==> config.mk <==
export PLATFORM = sky130hd
export DESIGN_NAME = uart_tx_feeder
export DESIGN_NICKNAME = d
export VERILOG_FILES = /design/src/rtl/uart_tx_feeder_pkg.sv /design/src/rtl/uart_sync_fifo.sv /design/src/rtl/uart_tx_feeder.sv
export SDC_FILE = /design/constraint.sdc
export NUM_CORES = 1
export LEC_CHECK = 0
export CAP_MARGIN = 5
export CORE_MARGIN = 1.5
export CORE_UTILIZATION = 49
export DETAILED_ROUTE_END_ITERATION = 16
export DONT_BUFFER_PORTS = 1
export PLACE_DENSITY = 0.78
export RECOVER_POWER = 100
export SYNTH_ARGS = -nofsm -noshare
export SYNTH_HDL_FRONTEND = slang
export SYNTH_SLANG_ARGS = --single-unit
==> constraint.sdc <==
create_clock -name clk -period 2.4 [get_ports clk]
set_input_delay 0.48 -clock clk [delete_from_list [all_inputs] [get_ports clk]]
set_output_delay 0.48 -clock clk [all_outputs]
set_load 0.03 [all_outputs]
==> src/rtl/uart_tx_feeder_pkg.sv <==
// Shared definitions for the UART transmit feeder: byte width, launch-FSM
// state encoding and the transmitter-accept timeout.
package uart_tx_feeder_pkg;

  localparam int BYTE_W       = 8;
  localparam int BUSY_TIMEOUT = 4;
  localparam int TMO_W        = 3;

  typedef logic [BYTE_W-1:0] byte_t;
  typedef logic [TMO_W-1:0]  tmo_t;

  // Last count value spent in WAIT_BUSY before giving up on the transmitter.
  localparam tmo_t TMO_LAST = tmo_t'(BUSY_TIMEOUT - 1);

  typedef enum logic [2:0] {
    ST_IDLE      = 3'b001,
    ST_WAIT_BUSY = 3'b010,
    ST_WAIT_DONE = 3'b100
  } launch_state_e;

endpackage

==> src/rtl/uart_sync_fifo.sv <==
// Single-clock byte FIFO with wrap-bit pointers; full/empty/level come
// straight from the registered pointers.
module uart_sync_fifo
  import uart_tx_feeder_pkg::*;
#(
  parameter  int DEPTH = 16,
  localparam int AW    = $clog2(DEPTH)
) (
  input  logic          clk,
  input  logic          rstn,
  input  logic          push,
  input  logic [7:0]    push_data,
  input  logic          pop,
  output logic [7:0]    pop_data,
  output logic          full,
  output logic          empty,
  output logic [AW:0]   level
);

  byte_t       mem [DEPTH];
  logic [AW:0] wr_ptr;
  logic [AW:0] rd_ptr;

  assign full     = (wr_ptr[AW] != rd_ptr[AW]) && (wr_ptr[AW-1:0] == rd_ptr[AW-1:0]);
  assign empty    = (wr_ptr == rd_ptr);
  assign level    = wr_ptr - rd_ptr;
  assign pop_data = mem[rd_ptr[AW-1:0]];

  // NOTE: the storage array has no reset; only the pointers define what is valid,
  // and leaving it out keeps the array mappable onto plain RAM/flops without reset.
  always_ff @(posedge clk) begin
    if (push && !full) begin
      mem[wr_ptr[AW-1:0]] <= push_data;
    end
  end

  // NOTE: all sequential state uses non-blocking assignments so every flop
  // samples the pre-edge values regardless of statement order.
  always_ff @(posedge clk or negedge rstn) begin
    if (!rstn) begin
      wr_ptr <= '0;
      rd_ptr <= '0;
    end else begin
      if (push && !full) wr_ptr <= wr_ptr + 1'b1;
      if (pop && !empty) rd_ptr <= rd_ptr + 1'b1;
    end
  end

endmodule

==> src/rtl/uart_tx_feeder.sv <==
// Buffers host bytes and launches them one frame at a time into the UART
// transmitter's start/data/ready interface.
module uart_tx_feeder
  import uart_tx_feeder_pkg::*;
#(
  parameter  int DEPTH = 16,
  localparam int AW    = $clog2(DEPTH)
) (
  input  logic          clk,
  input  logic          rstn,
  input  logic          i_valid,
  input  logic [7:0]    i_data,
  output logic          o_ready,
  output logic          o_tx_start,
  output logic [7:0]    o_tx_data,
  input  logic          i_tx_ready,
  output logic [AW:0]   o_level,
  output logic          o_empty,
  output logic          o_overflow
);

  logic          full;
  logic          empty;
  logic          launch;
  byte_t         head_data;
  launch_state_e state;
  launch_state_e state_n;
  tmo_t          tmo_cnt;
  tmo_t          tmo_cnt_n;

  uart_sync_fifo #(.DEPTH(DEPTH)) u_fifo (
    .clk       (clk),
    .rstn      (rstn),
    .push      (i_valid),
    .push_data (i_data),
    .pop       (launch),
    .pop_data  (head_data),
    .full      (full),
    .empty     (empty),
    .level     (o_level)
  );

  // A push that lands on a full FIFO is dropped; the pointers do not move.
  assign o_ready    = !full;
  assign o_empty    = empty;
  assign o_overflow = i_valid && full;

  // NOTE: every signal written here gets a default first, so no path through
  // the case leaves one unassigned and no latch is inferred.
  always_comb begin
    state_n   = state;
    tmo_cnt_n = tmo_cnt;
    launch    = 1'b0;
    case (state)
      ST_IDLE: begin
        if (!empty && i_tx_ready) begin
          launch    = 1'b1;
          tmo_cnt_n = '0;
          state_n   = ST_WAIT_BUSY;
        end
      end
      ST_WAIT_BUSY: begin
        // A transmitter that never drops ready is treated as having sent the byte.
        if (!i_tx_ready) begin
          state_n = ST_WAIT_DONE;
        end else if (tmo_cnt == TMO_LAST) begin
          state_n = ST_IDLE;
        end else begin
          tmo_cnt_n = tmo_cnt + 1'b1;
        end
      end
      ST_WAIT_DONE: begin
        if (i_tx_ready) state_n = ST_IDLE;
      end
      default: state_n = ST_IDLE;
    endcase
  end

  always_ff @(posedge clk or negedge rstn) begin
    if (!rstn) begin
      state      <= ST_IDLE;
      tmo_cnt    <= '0;
      o_tx_start <= 1'b0;
      o_tx_data  <= '0;
    end else begin
      state      <= state_n;
      tmo_cnt    <= tmo_cnt_n;
      o_tx_start <= launch;
      if (launch) o_tx_data <= head_data;
    end
  end

endmodule
Yosys cells after proc, flatten, opt, wreduce, memory -nomap -nowiden
Memories as Yosys holds them, arrays and structs flattened. A register that Yosys moved wholly into a read port is not among the register bits. Index checks and enable logic that the tools add are counted.

Mux-type cells: 13. Bitwise logic cells: 0. Reductions and logical operators: 11. Divide/modulo/power cells: 0. Shift operators: 0. Multipliers: 0. Order comparisons: 0. $add $sub $neg: 4. Eq/ne operators: 12.

Operators with widths (number): 3-bit two-way mux (7); 5-bit by 1-bit adder with 5-bit output, second input constant (2); 3-bit one-hot mux with 3 select lines (1); 2-bit inequality test, second input constant (4); 3-bit by 2-bit equality test with 1-bit output, second input constant (2); 3-bit one-hot mux with 2 select lines (1); 5-bit equality test (1); 1-bit logical AND (5); 5-bit subtractor (1); 4-bit equality test (1); 1-bit two-way mux (4); 4-bit AND reduction (1); 3-bit by 1-bit adder with 3-bit output, second input constant (1); 3-bit by 1-bit equality test with 1-bit output, second input constant (1); 3-bit equality test, second input constant (1); 1-bit logical NOT (3); 3-bit inequality test, second input constant (1); 3-bit AND reduction (1); 2-bit nonzero test (1); 1-bit inequality test (1).

Output and inout port bits: 17. Bits in writable memories: 128. Register bits after elaboration: 17. Memories: 1. Bits in latches: 0. Input bits: 12. ROM bits: 0. Logic and storage cells: 46.

Memories: u_fifo.mem (words 16, width 8, read ports 1, clocked after memory_dff 1, wr ports 1, line uart_sync_fifo.sv:20) `byte_t mem [DEPTH];`.

Longest topological paths before layout
Word-level depth: 6. Mapped depth: 9. Gate-level depth less buffers: 7.

Modules after synthesis
From an unflattened synthesis, not the netlist that was laid out.

Cell total of the unflattened synthesis: 365. Area total of the unflattened synthesis: 6436.2 µm².

By module, submodules not included: uart_sync_fifo (seq. area each 4093.9 µm², area each 5771.8 µm², instances 1, cells an instance 317); uart_tx_feeder (seq. area each 376.6 µm², area each 664.4 µm², instances 1, cells an instance 48).

Least setup slack after synthesis
No wires, ideal clock.

Path kind: register to register. From: register u_fifo.rd_ptr[2]. To: memory u_fifo.mem[15][0] (netlist bit), enable pin. Setup time: 0.338 ns. Cell stages (with the launch flop): 8. Slack: -0.064 ns. Path buffers: 2. Data arrival time: 2.125 ns. Period minus slack after synthesis: 2.464 ns. Required time: 2.062 ns. Cells stage by stage: dfrtp_1 buf_1 inv_1 ha_1 and4_4 buf_6 a21boi_2 and4_1.

Cells in the longest elaborated chain, start to end: 6.

RTL lines: start: declaration (line uart_sync_fifo.sv:22) `logic [AW:0] rd_ptr;`; start signal: assignment (line uart_sync_fifo.sv:45) `if (pop && !empty) rd_ptr <= rd_ptr + 1'b1;`; 4-bit equality test (line uart_sync_fifo.sv:24) `assign full = (wr_ptr[AW] != rd_ptr[AW]) && (wr_ptr[AW-1:0] == rd_ptr[AW-1:0]);`; 1-bit logical AND (line uart_sync_fifo.sv:24); 1-bit logical NOT (line uart_sync_fifo.sv:32) `if (push && !full) begin`; 1-bit logical AND (line uart_sync_fifo.sv:32); 1-bit two-way mux (line uart_sync_fifo.sv:32); 1-bit two-way mux (implied by the code) (line uart_sync_fifo.sv:33) `mem[wr_ptr[AW-1:0]] <= push_data;`; end: declaration (line uart_sync_fifo.sv:20).

Every way passes these cells.

Worst setup path in the final report
From: register u_fifo.wr_ptr[0]. To: output port o_level[4].

Cells in the longest elaborated chain, start to end: 1.

RTL lines: start: declaration (line uart_sync_fifo.sv:21) `logic [AW:0] wr_ptr;`; start signal: assignment (line uart_sync_fifo.sv:44) `if (push && !full) wr_ptr <= wr_ptr + 1'b1;`; 5-bit subtractor (line uart_sync_fifo.sv:26) `assign level = wr_ptr - rd_ptr;`; end: declaration (line uart_tx_feeder.sv:17) `output logic [AW:0] o_level,`.

Every way passes these cells.

==> results.cfg <==
[grt]
grtUsageTotal_pct = 19.6
grt-ovfl-total = 0
grt_max_degree = 52
first_global_vias = 3321
grt_first_pass_wirelength_um = 18700
antenna_found_initial = 0

[run_status]
status = finished, violations left
violations = capacitance limit, slew limit, setup timing

[floorplan]
ioPinCount = 29
core_area_um2 = 12500
die-area_um2 = 13400
die_h_um = 116
fp.dieW_um = 116
initial_core_util_pct = 50.0
rows = 41

[timing]
rsz0062_at_grt = true
max_freq_ghz = 0.395
hold_slack_ns = 0.155
fin_ws_ns = -0.135
relSlewSlack_pct = -6.11
fin_crit_sh_pct = 106
period_needed_ns = 2.53
maxSlewViolCount = 26
skew_ns = 0.0103
worstMarginPinSlew_ns = 1.59
hold_viol = 0
setup_viol = 3

[setup_path]
start_kind = flip-flop
path_max_fanout = 2
end_kind = primary output
cp.arrival_ns = 2.05
timing.rr.end = u_fifo.mem[15][7]$_DFFE_PP_
reg2reg_depth = 5
crit_end = o_level[4]
ff2ff_setup_slack_ns = 0.09
r2r_start = u_fifo.wr_ptr[1]$_DFFE_PN0P_
cp.required_ns = 1.92
critPathKind = flip-flop to primary output
critical_path.startpoint = u_fifo.wr_ptr[0]$_DFFE_PN0P_

[cts]
htreeDepth = 4
cts_tree = built
cts.clk_slew.worst_paths_ns = 0.06
cts_made_buffers = 17
clock-sinks = 153
clockBufferDepth = 2
root_buffer = clkbuf_16
clock_latency_ns = 0.42

[final_layout]
syn_to_final_growth_pct = 14.7
drive_above_1_share_pct = 20.6
multi_input_area_um2 = 1660
nNetsFinal = 418
fillers = 927
postLayoutCoreUtil_pct = 57.3
final_common_cell = edfxtp_1
antenna_cells = 0
register_area_um2 = 4470
final_cell_mix = edfxtp_1, mux2i_1, dfrtp_1

[route]
drc = 0
wirelength_um = 12300
wl_per_cell_um = 21.2
antenna_left = 0
viasPerCell = 5.74
drtIter0Drc = 311
first_pass_iters = 5
vias = 3322

[min_path]
hp-class = primary input to flip-flop

[synthesis]
synth_seq_cells = 153
yosysTopAreaCell = edfxtp_1
synth.yosys.seq_area_share_pct = 71.5
synth_top_area_share_pct = 61.5
synthCells = 364
yosysUniqueCellTypes = 38
netlist_area_um2 = 6250
yosysWarnings = 0
ys_top_cells_by_area = edfxtp_1, dfrtp_1, mux4_2
avgSynthCellArea_um2 = 17.2
syn-num-nets = 388

[power_and_ir_drop]
p_leak_uw = 0.00257
p_per_area_nw_per_um2 = 1310
peakVddDrop_mv = 0.866

[place]
dp_hpwl_um = 7710
io_buffer_count = 0
routabilityCongestion = 0.797

[flow_run]
maxCapViolCount = 1
## per-stage QoR
step	std cells	total power (uW)	area (um^2)	setup TNS, ns	setup slack, ns
5_1_grt	579	9840	7170	-0.662	-0.208
2_1_floorplan	364	6010	6250	0	0.0834
6_report	579	9420	7170	-0.194	-0.135
3_3_place_gp	540	6750	6550	0	0.193
4_1_cts	577	9460	7180	-0.125	-0.125
3_5_place_dp	540	6830	6550	0	0.164
## power by group
part / leakage [uW] / internal (uW) / switching (uW)
Combinational: 0.000853 / 1380 / 1870
Clock: 0.000260 / 1480 / 997
Sequential: 0.00146 / 3310 / 376
Total: 0.00257 / 6170 / 3250
## sequential cells by signal (all words and copies together) (netlist names)
| register | count |
|---|---|
| u_fifo.rd_ptr | 5 |
| u_fifo.mem | 128 |
| state | 3 |
| o_tx_start | 1 |
| u_fifo.wr_ptr | 5 |
| tmo_cnt | 3 |
| o_tx_data | 8 |
## area by class of cell
cell class	count	share of cell area, %
flip-flops and latches	153	62.4
multi-input cells	185	23.1
clock buffers	23	6.52
repair buffers	26	3.18
well taps	172	3.00
clock inverters	9	1.27
inverters	11	0.576
## critical path, cell delays in order (launching register included)
cell	delay, ns
dfrtp_1	0.40
inv_2	0.09
ha_4	0.13
inv_2	0.04
fa_2	0.34
a21o_1	0.20
a21oi_2	0.14
xnor2_1	0.13
buf_4	0.18
## worst min path at each step
stage                     startpoint  slack (ns)  cells after the start                      endpoint
after floorplan                 rstn        0.18                      0      o_tx_data[0]$_DFFE_PN0P_
after global placement          rstn        0.19                      0  u_fifo.wr_ptr[2]$_DFFE_PN0P_
after detailed placement        rstn        0.19                      0  u_fifo.rd_ptr[0]$_DFFE_PN0P_
after CTS                  i_data[4]        0.14                      0   u_fifo.mem[15][4]$_DFFE_PP_
after global routing       i_data[1]        0.14                      0   u_fifo.mem[10][1]$_DFFE_PP_
final                      i_data[4]        0.16                      0   u_fifo.mem[12][4]$_DFFE_PP_
## repair_timing
item                       CTS  global route
hold buffers                 2             0
setup endpoints to repair    1            19
hold endpoints to repair    25             0
resized for setup            6             3
cloned                       0             0
buffers inserted             3             2
pin swaps                    4             4
## routing by layer
metal  track usage (%)  up-vias  share of wire [%]
met2              33.1      114                 52
met1              24.5     1705                 42
li1                  -     1486                  -
met5                 0        -                  0
met4              7.32        0                1.5
met3              5.23       17                5.3
## cell usage after synthesis
cell / instances
o22ai_1: 16
and3_1: 9
buf_1: 1
nand3b_1: 2
nand4_1: 4
buf_4: 7
nand3_1: 1
fa_1: 1
o21ai_0: 3
edfxtp_1: 128
and2_1: 4
dfrtp_1: 24
a21oi_1: 4
ha_1: 11
and4_4: 1
nor3b_1: 1
a21o_1: 2
nor3_1: 1
a21boi_2: 1
and4_1: 4
o21ai_1: 1
a211oi_1: 8
mux2i_1: 32
xnor2_1: 9
inv_1: 11
or3b_2: 3
buf_6: 2
xor2_1: 5
a2111oi_4: 1
nand2_1: 14
dfstp_2: 1
nand2b_1: 1
a31oi_1: 8
clkbuf_1: 3
mux4_2: 16
buf_2: 2
nor2_1: 19
mux2_2: 3
## logic make-up after synthesis
family                     count (synthesis)  synth area share (%)
DFF                                      153                  71.5
and+or+nand+nor                           64                  5.46
muxes                                     51                  11.4
AOI/OAI and AO/OA                         44                  4.86
buffers and inverters                     26                  2.26
xor gates and xnor gates                  14                  1.96
adders and majority gates                 12                  2.52
No activity file was read; power rests on OpenSTA's default activity.
